**config.mk**
```make
export PLATFORM = sky130hd
export DESIGN_NAME = mag_comp_pipe
export DESIGN_NICKNAME = d
export VERILOG_FILES = /design/src/rtl/mag_comp_pkg.sv /design/src/rtl/mag_comp_slice.sv /design/src/rtl/mag_comp_pipe.sv
export SDC_FILE = /design/constraint.sdc
export NUM_CORES = 1
export LEC_CHECK = 0
export CELL_PAD_IN_SITES_DETAIL_PLACEMENT = 1
export CELL_PAD_IN_SITES_GLOBAL_PLACEMENT = 1
export CORE_UTILIZATION = 40
export CTS_CLUSTER_DIAMETER = 150
export DETAILED_ROUTE_END_ITERATION = 10
export PLACE_DENSITY_LB_ADDON = 0.1
export RECOVER_POWER = 50
export SLEW_MARGIN = 10
export SYNTH_ARGS = -nofsm -noshare
export SYNTH_HDL_FRONTEND = slang
export SYNTH_HIERARCHICAL = 1
export SYNTH_SLANG_ARGS = --single-unit
```
**constraint.sdc**
```tcl
create_clock -name clk -period 3.45 [get_ports clk]
set_input_delay 0.69 -clock clk [delete_from_list [all_inputs] [get_ports clk]]
set_output_delay 0.69 -clock clk [all_outputs]
set_load 0.03 [all_outputs]
```
**src/rtl/mag_comp_pkg.sv**
```systemverilog
// mag_comp_pkg: shared constants and helpers for the pipelined magnitude comparator.
// Holds the default operand/slice widths, the stage-count function and the 2-bit
// result encoding that downstream sorters use to rank comparator outputs.
package mag_comp_pkg;

    localparam int WIDTH_DEF = 16;
    localparam int SLICE_DEF = 4;

    // Compact result code consumed by sorters: exactly one of GT/LT/EQ per pair.
    typedef enum logic [1:0] {
        CMP_EQ = 2'b00,
        CMP_LT = 2'b01,
        CMP_GT = 2'b10
    } cmp_res_e;

    // Number of pipeline stages needed to consume a width-bit operand slice by slice.
    function automatic int stages_f(input int width, input int slice);
        return width / slice;
    endfunction

    // Folds the comparator flags into the result code.
    function automatic cmp_res_e cmp_encode(input logic gt, input logic lt);
        cmp_res_e r;
        if (gt)
            r = CMP_GT;
        else if (lt)
            r = CMP_LT;
        else
            r = CMP_EQ;
        return r;
    endfunction

endpackage

```
**src/rtl/mag_comp_slice.sv**
```systemverilog
// mag_comp_slice: purely combinational unsigned compare of one SLICE-bit chunk.
// One instance per pipeline stage; sign handling is done by the caller.
module mag_comp_slice
    import mag_comp_pkg::*;
#(
    parameter int SLICE = SLICE_DEF
) (
    input  logic [SLICE-1:0] a_i,
    input  logic [SLICE-1:0] b_i,
    output logic             gt_o,
    output logic             lt_o
);

    assign gt_o = (a_i > b_i);
    assign lt_o = (a_i < b_i);

endmodule

```
**src/rtl/mag_comp_pipe.sv**
```systemverilog
// mag_comp_pipe: pipelined WIDTH-bit magnitude comparator with valid/ready flow control.
// Operands are compared MSB slice first, SLICE bits per stage; the first stage that
// sees a difference latches gt/lt and later stages just forward the decision.
// Optional feature: define MAG_COMP_MINMAX_EN to carry full operands and present
// registered max_o/min_o alongside each result.
module mag_comp_pipe
    import mag_comp_pkg::*;
#(
    parameter int WIDTH = WIDTH_DEF,
    parameter int SLICE = SLICE_DEF
) (
    input  logic             clk,
    input  logic             rst_n,
    input  logic             in_valid,
    output logic             in_ready,
    input  logic [WIDTH-1:0] x,
    input  logic [WIDTH-1:0] y,
    input  logic             is_signed,
    output logic             out_valid,
    input  logic             out_ready,
    output logic             xgty,
    output logic             xlty,
`ifdef MAG_COMP_MINMAX_EN
    output logic [WIDTH-1:0] max_o,
    output logic [WIDTH-1:0] min_o,
`endif
    output logic             xeqy
);

    localparam int STAGES = stages_f(WIDTH, SLICE);
    localparam int L      = STAGES - 1;
    // Flipping the sign bit maps two's-complement order onto unsigned order.
    localparam logic [SLICE-1:0] MSB_MASK = SLICE'(1) << (SLICE - 1);

    if (((WIDTH % SLICE) != 0) || (STAGES < 1)) begin : g_bad_cfg
        $error("mag_comp_pipe: WIDTH (%0d) must be a non-zero multiple of SLICE (%0d)", WIDTH, SLICE);
    end

    logic [STAGES-1:0] vld_all;
    logic [STAGES-1:0] rdy;

    // Stage k can load when any stage from k to the output is empty, or the consumer takes a result.
    always_comb begin
        logic full_tail;
        rdy       = '0;
        full_tail = 1'b1;
        for (int k = STAGES - 1; k >= 0; k--) begin
            full_tail = full_tail & vld_all[k];
            rdy[k]    = out_ready | ~full_tail;
        end
    end

    for (genvar k = 0; k < STAGES; k++) begin : g_st
        localparam int HI = WIDTH - 1 - k * SLICE;
`ifdef MAG_COMP_MINMAX_EN
        // Full operands ride along; the last stage turns them into max/min instead.
        localparam int PW = WIDTH;
        localparam int RW = (k == STAGES - 1) ? 0 : WIDTH;
`else
        // Only bits not yet compared are kept, so each stage is SLICE bits narrower.
        localparam int PW = WIDTH - k * SLICE;
        localparam int RW = WIDTH - (k + 1) * SLICE;
`endif
        logic [PW-1:0]    xs, ys;
        logic             vs, gs, ls, ss;
        logic [SLICE-1:0] sx, sy;
        logic             cmp_gt, cmp_lt;
        logic             gt_d, lt_d;
        logic             vld_q, gt_q, lt_q, sgn_q;

        if (k == 0) begin : g_src
            assign xs = x;
            assign ys = y;
            assign vs = in_valid;
            assign gs = 1'b0;
            assign ls = 1'b0;
            assign ss = is_signed;
            assign sx = xs[HI -: SLICE] ^ (is_signed ? MSB_MASK : '0);
            assign sy = ys[HI -: SLICE] ^ (is_signed ? MSB_MASK : '0);
        end else begin : g_src
            assign xs = g_st[k-1].g_res.x_q;
            assign ys = g_st[k-1].g_res.y_q;
            assign vs = g_st[k-1].vld_q;
            assign gs = g_st[k-1].gt_q;
            assign ls = g_st[k-1].lt_q;
            assign ss = g_st[k-1].sgn_q;
            assign sx = xs[HI -: SLICE];
            assign sy = ys[HI -: SLICE];
        end

        mag_comp_slice #(
            .SLICE (SLICE)
        ) u_slice (
            .a_i  (sx),
            .b_i  (sy),
            .gt_o (cmp_gt),
            .lt_o (cmp_lt)
        );

        // An earlier decision wins; only an undecided pair looks at this slice.
        assign gt_d = (gs | ls) ? gs : cmp_gt;
        assign lt_d = (gs | ls) ? ls : cmp_lt;

        assign vld_all[k] = vld_q;

        // Stage control and decision flags advance whenever this stage is ready.
        always_ff @(posedge clk or negedge rst_n) begin
            if (!rst_n) begin
                vld_q <= 1'b0;
                gt_q  <= 1'b0;
                lt_q  <= 1'b0;
                sgn_q <= 1'b0;
            end else if (rdy[k]) begin
                vld_q <= vs;
                gt_q  <= gt_d;
                lt_q  <= lt_d;
                sgn_q <= ss;
            end
        end

        if (RW > 0) begin : g_res
            logic [RW-1:0] x_q, y_q;

            // Operand bits still needed downstream move with the stage.
            always_ff @(posedge clk or negedge rst_n) begin
                if (!rst_n) begin
                    x_q <= '0;
                    y_q <= '0;
                end else if (rdy[k]) begin
                    x_q <= xs[RW-1:0];
                    y_q <= ys[RW-1:0];
                end
            end
        end
    end

    assign in_ready  = rdy[0];
    assign out_valid = g_st[L].vld_q;
    assign xgty      = out_valid & g_st[L].gt_q;
    assign xlty      = out_valid & g_st[L].lt_q;
    assign xeqy      = out_valid & ~g_st[L].gt_q & ~g_st[L].lt_q;

    // The signed flag has done its job once the final stage is reached.
    logic unused_sgn;
    assign unused_sgn = g_st[L].sgn_q;

`ifdef MAG_COMP_MINMAX_EN
    logic [WIDTH-1:0] max_d, min_d;
    logic [WIDTH-1:0] max_q, min_q;

    // Equal operands take the "not greater" branch, so both outputs equal x.
    assign max_d = g_st[L].gt_d ? g_st[L].xs : g_st[L].ys;
    assign min_d = g_st[L].gt_d ? g_st[L].ys : g_st[L].xs;

    // max/min are captured together with the final stage so they track out_valid.
    always_ff @(posedge clk or negedge rst_n) begin
        if (!rst_n) begin
            max_q <= '0;
            min_q <= '0;
        end else if (rdy[L]) begin
            max_q <= max_d;
            min_q <= min_d;
        end
    end

    assign max_o = max_q;
    assign min_o = min_q;
`endif

endmodule
```
## Word level (Yosys, flattened, before mapping)

Cells that the tools add are included.

| word-level totals | value |
|---|---|
| output and inout bits | 5 |
| bits of input ports | 37 |
| register bits after elaboration | 60 |
| word-level logic and storage cells | 55 |

| cells by class | value |
|---|---|
| bitwise operators | 22 |
| mux-type cells | 7 |
| $lt $le $gt $ge | 8 |

Operators with widths:

| kind | number |
|---|---|
| $gt A4 B4 Y1 | 4 |
| $lt A4 B4 Y1 | 4 |
| $xor A4 B4 Y4 | 2 |
| $and A1 B1 Y1 | 7 |
| $or A1 B1 Y1 | 7 |
| $mux W1 | 6 |
| $not A1 Y1 | 6 |
| $mux W4 | 1 |

## Logic depth before layout (Yosys ltp)

Gate-level depths: netlist (run 1).

| depth | value |
|---|---|
| depth after elaboration | 5 |
| gate-level depth with buffers | 8 |
| mapped depth without buffers | 8 |

## By module

Netlist (run 1), hierarchy kept.

By module, submodules not included:

| module | area an instance (um^2) | times used | cells each | sequential area each (um^2) |
|---|---|---|---|---|
| mag_comp_pipe | 2379.8 | 1 | 150 | 1501.4 |
| mag_comp_slice | 113.9 | 4 | 15 | 0.0 |

## Worst setup path before layout (run 1)

No wires, ideal clock.

| timing | value |
|---|---|
| kind | input-to-output |
| start | input port out_ready |
| end | output port in_ready |
| buffers on the path | 1 |
| required time | 2.760 ns |
| arrival time | 1.347 ns |
| cell stages on the path | 3 |
| slack | 1.413 ns |
| path through | and2b_2 > nand4_4 > buf_6 |

| on the way | value |
|---|---|
| cells in the longest elaborated chain, start to end | 1 |

Ends and longest elaborated chain:

| item | line | text |
|---|---|---|
| from (decl) | mag_comp_pipe.sv:20 | `input logic out_ready,` |
| $or A1 B1 Y1 | mag_comp_pipe.sv:49 | `rdy[k] = out_ready \| ~full_tail;` |
| to (decl) | mag_comp_pipe.sv:15 | `output logic in_ready,` |

Every way passes these cells.

## Final worst setup path (run 1)

Same ends and word-level chain as after synthesis.

==> results.md, run 1 <==
* Status: finished with violations
* DIE HEIGHT at 86.2 um
* Slew margin rel. at -15.6%
* Inserted Diodes at 0
* Final Skew at slightly above 7 ps
* Unique cell type count in the Yosys netlist at 25
* Post-synthesis instance area at about 0.0028 mm^2
* Layout cells sized above 1 at a little over a quarter
* Post-Syn Nets at 263
* Global Route Usage Sum at ~16%
* Resize count post-CTS at 0
* # Max-Cap Violations at 1
* Clock buffer depth at 2
* Ports at between 40 and 50
* Crit path required time at about 2800 ps
* Synth Register Bits at 60
* Tmin final at between 2000 and 3000 ps
* WL/cell at around 13 um
* Crit path top cell by count: clkdlybuf4s50_1
* Via count at 1,701
* # rows at 30
* Synth Instances at between 200 and 250
* Buffers on Ports at between 40 and 50
* Part of the cycle the worst path needs at a little over four fifths
* Asr flop ratio synth at between 90% and 100%
* Vias in the first global route at between 1,500 and 2,000
* Ranking of synthesized cells by area: dfrtp_1, mux2_2, mux2_4, ha_1, inv_1
* Clock Sinks at 60
* Largest net degree at the start of global routing at 34
* Core area at approximately 0.0068 mm^2
* Sequential share of the synthesized area at 53.0%
* RSZ-0062 raised after global routing: no
* Cell with the most instances after synthesis: dfrtp_1
* Gpl congestion at a little over 0.7
* Final nets at between 300 and 400
* CP startpoint: out_ready
* # setup viols final at 0
* Placed Cells at 346
* Cell Count, Final, Fillers Out at ~360
* Critical Path AT at roughly 2200 ps
* Num CTS Buffers at 9
* Worst hold slack at 498 ps
* Worst skew pair latency at about 340 ps
* Fill cell count at 736
* Worst r2r src: out_valid
* Final WL at 4.81 mm
* H-Tree Level Count at 3
* Drt first pass iters at 4
* Leak at 1.67 nW
* CTS tree: done
* Tightest Hold Check Type: reg -> reg
* Worst slack at placement at ~530 ps
* Syn Area/Cell at 13.5 um^2
* Area Overhead vs Synth at 25.5%
* Critical Path Start Type: primary input
* Reg2Reg Depth at 3
* PwrDens at 582 mW/mm^2
* Reg-to-reg endpoint: g_st[1].g_res.y_q[5]
* DR DRC count at 0
* Critical path's slowest cell: clkdlybuf4s50_1
* Post-synth top area share at 53.0%
* Post-CTS setup buffer count at 0
* Clock transition at path regs at 60 ps
* Die area at 0.00743 mm^2
* Failing checks: capacitance limit, slew limit
* Crit. End Element: primary output
* Worst-margin pin slew at approximately 1700 ps
* First-pass GRT wire length at between 8 and 9 mm
* Die Wd at 86.2 um
* Final ANT Viol Nets at 0
* Post-layout power at between 2 and 2.5 mW
* Crit Path Category: in -> out
* Fmax at 0.342 GHz
* Pins Over Slew Limit at 34
* Synth warn at 6
* Largest stage delay, worst path at around 670 ps
* Dpl hpwl at approximately 3.4 mm
* Starting Density at about two fifths
* Initial antenna violation count at 0
* Max VDD drop at ~0.00032 V
* Area leader, netlist: dfrtp_1
* Flop-to-flop setup slack at 1450 ps
* Grt total ovfl at 0
* Commonest cells in the netlist: dfrtp_1, mux2_2, inv_1
* Initial DRC Count at between 70 and 80
* Cell Chain, Critical Path: clkdlybuf4s50_1 -> and2b_1 -> nand4_4 -> clkdlybuf4s50_1
* Via density at roughly 4.7
* Final WS setup at between 500 and 600 ps
* Top_reg_cell synth: dfrtp_1
* Hold Buf Count CTS at 0
* Fin. Hold Viols at 0
* Setup_tns at 0 ps
* Critical Path End: in_ready
* CP Max Fanout at 6
* Number of flops mapped to enable cells by yosys at 0
* Clk root buf: clkbuf_8
## power by group
group	internal (mW)	leakage (nW)	switching [mW]	total, mW
combinational	0.277	0.862	0.206	0.483
sequential	0.821	0.692	0.0713	0.893
clock	0.423	0.113	0.272	0.694
## how the worst min path moves through the flow
stage,from,endpoint,slack [ps],cells past startpoint
final,g_st[0].g_res.y_q[1],g_st[1].g_res.y_q[1],500,1
after global routing,g_st[0].g_res.x_q[1],g_st[0].g_res.x_q[1],530,1
after CTS,rst_n,g_st[0].g_res.x_q[0],420,1
after detailed placement,g_st[0].g_res.y_q[4],g_st[0].g_res.y_q[4],490,1
after global placement,g_st[1].g_res.y_q[3],g_st[2].g_res.y_q[3],490,1
after floorplan,rst_n,g_st[0].g_res.x_q[0],390,0
## cell type report
cell class,count,area (um^2),share of cell area (%)
repair buffers,45,423,11.9
clock inverters,5,75.1,2.11
flip-flops and latches,60,1500,42.2
clock buffers,11,141,3.97
inverters,20,75.1,2.11
well taps,96,120,3.38
multi-input cells,125,1220,34.3
## placed cells by master, fill, tap and decap left out, types with 10 or more instances in the layout
master / synthesis / routed
a21oi_1: 10 / 10
inv_1: 20 / 20
ha_1: 16 / 16
mux2_2: 32 / 32
mux2_4: 18 / 18
dfrtp_1: 60 / 60
nand2_1: 10 / 10
clkbuf_8: 0 / 10
clkdlybuf4s50_1: 0 / 40
## flip-flops by register name, indices dropped and copies added (netlist names)
name	flops
g_st.gt_q	4
g_st.lt_q	4
out_valid	1
g_st.g_res.y_q	24
g_st.vld_q	3
g_st.g_res.x_q	24
## worst max-delay path: cells and delay by family
kind / cells / cell delay, ps
AND/OR/NAND/NOR: 2 / 390
buffers and inverters: 2 / 1150
## stage by stage
step	cell area, um^2	util, %
after global placement	3350	49.1
after detailed placement	3350	49.1
after CTS	3570	52.3
after global routing	3560	52.1
final	3560	52.1
after floorplan	2840	-
## kinds of logic after synthesis
kind of cell / count (synthesis) / share of synthesized area (%)
xor+xnor: 2 / 0.618
simple gates: 33 / 8.08
buf+inv: 25 / 3.93
flops: 60 / 53.0
compound gates: 24 / 5.12
mux: 50 / 22.2
fa+ha+maj: 16 / 7.06
## metal layers
metal / track usage [%] / wire length, um / up-vias
met5: 0 / 0 / -
met2: 24.1 / 2330 / 28
met1: 19.7 / 2220 / 847
li1: - / - / 816
met3: 5.43 / 178 / 10
met4: 7.27 / 84 / 0
Power figures use the tool's default switching activity.
==> run 2, diff against run 1 <==
Clock period 3.45 ns to 2.86 ns, I/O delays scaled along.
==> results.md, run 2 (synthesis gave the netlist of run 1 again) <==
* Worst hold slack at approximately 500 ps
* H-Tree Level Count at 3
* Status: completed
* Final nets at between 300 and 400
* RSZ-0062 raised after global routing: no
* Num CTS Buffers at 9
* Tightest Hold Check Type: reg -> reg
* Dpl hpwl at around 3.2 mm
* Max VDD drop at between 0.0003 and 0.0004 V
* DIE HEIGHT at ~86 um
* Crit Path Category: in -> out
* Buffers on Ports at between 40 and 50
* DR DRC count at 0
* Global Route Usage Sum at 15.5%
* Critical Path AT at 2130 ps
* Largest stage delay, worst path at 680 ps
* Starting Density at just over 40%
* Worst path bufs/invs at 2
* Initial antenna violation count at 0
* Slew margin rel. at under 10%
* Clk root buf: clkbuf_8
* Area Overhead vs Synth at 25.4%
* Post-CTS setup buffer count at 0
* CTS tree: done
* Crit. End Element: primary output
* Clock Sinks at 60
* Largest net degree at the start of global routing at 61
* Inserted Diodes at 0
* Critical path's slowest cell: clkdlybuf4s50_1
* Core area at approximately 0.0068 mm^2
* Crit path top cell by count: clkdlybuf4s50_1
* Fin. Hold Viols at 0
* Most common cell after layout, fill and taps aside: dfrtp_1
* Part of the cycle the worst path needs at between 90% and 100%
* Gpl congestion at slightly above 0.7
* CP Max Fanout at 6
* Grt total ovfl at 0
* Cell Chain, Critical Path: clkdlybuf4s50_1 -> and2b_1 -> nand4_4 -> clkdlybuf4s50_1
* Resize count post-CTS at 0
* Clock buffer depth at 2
* Die area at about 0.0074 mm^2
* Drt first pass iters at 4
* Worst skew pair latency at between 300 and 400 ps
* Die Wd at between 80 and 90 um
* Ports at 42
* Clock transition at path regs at roughly 60 ps
* # rows at 30
* Setup_tns at 0 ps
* WL/cell at between 10 and 15 um
* Final ANT Viol Nets at 0
* Final WL at between 4 and 5 mm
* Via count at around 1,700
* Final Skew at between 6 and 7 ps
* Via density at approximately 4.8
* Layout cells sized above 1 at between 20 and 30%
* Fmax at roughly 0.37 GHz
* # setup viols final at 0
* Tmin final at approximately 2700 ps
* Commonest non-fill, non-tap cells in the layout: dfrtp_1, clkdlybuf4s50_1, mux2_2, inv_1, mux2_4
* Initial DRC Count at roughly 60
* Worst-margin pin slew at ~1400 ps
* Hold Buf Count CTS at 0
* Largest registers: g_st.g_res.x_q (24), g_st.g_res.y_q (24)
* PwrDens at 698 mW/mm^2
* First-pass GRT wire length at 8.70 mm
* # Max-Cap Violations at 0
* Crit path required time at approximately 2300 ps
* Vias in the first global route at roughly 1,900
* Cell family with most CP delay: buffers and inverters
* Pins Over Slew Limit at 0
* Flop-to-flop setup slack at roughly 880 ps
* Critical Path Start Type: primary input
* Leak at 1.67 nW
[run 2: changes by cell type in the layout (fill, tap and decap cells not counted), sizes merged]
cell    before  now
buf          1    2
clkbuf      15   13
[run 2: worst paths after layout]
path,startpoint,endpoint,depth (start not counted)
max in group asynchronous,rst_n,g_st[0].vld_q,2
min in group asynchronous,rst_n,g_st[0].g_res.x_q[1],2
min reg2reg,g_st[1].g_res.x_q[3],g_st[1].g_res.x_q[3],1
min,g_st[1].g_res.x_q[3],g_st[1].g_res.x_q[3],1
max reg2reg,out_valid,g_st[1].g_res.y_q[2],3
max,out_ready,in_ready,4
[run 2: report_power, final]
part | switching [mW] | internal (mW) | leakage (nW) | total (mW)
combinational | 0.249 | 0.334 | 0.867 | 0.582
clock | 0.314 | 0.510 | 0.113 | 0.824
sequential | 0.0854 | 0.991 | 0.692 | 1.08
total | 0.648 | 1.83 | 1.67 | 2.48
[run 2: routing by layer]
metal	part of all wire, %	up-vias	track usage, %	routed length (um)
li1	-	817	-	-
met1	45	881	18.2	2090
met2	49	28	26.3	2280
met3	4.6	6	6.10	212
met4	1.2	0	4.55	57
met5	0	-	0	0
[run 2: stage by stage]
step | instance area, um^2 | setup WS (ps) | power [mW] | instances | utilization, %
after floorplan | 2840 | 954 | 1.49 | 210 | -
after global placement | 3350 | 185 | 1.67 | 345 | 49.0
after detailed placement | 3350 | 174 | 1.69 | 345 | 49.0
after CTS | 3560 | 165 | 2.54 | 361 | 52.2
after global routing | 3560 | 94.5 | 2.65 | 361 | 52.1
final | 3560 | 155 | 2.48 | 361 | 52.1
[run 2: cell type report]
type | count | area [um^2]
inverter | 20 | 75.1
multi-input combinational | 125 | 1220
fill | 709 | 3280
clock inverter | 5 | 75.1
tap | 96 | 120
sequential | 60 | 1500
timing repair buffer | 44 | 422
clock buffer | 11 | 141
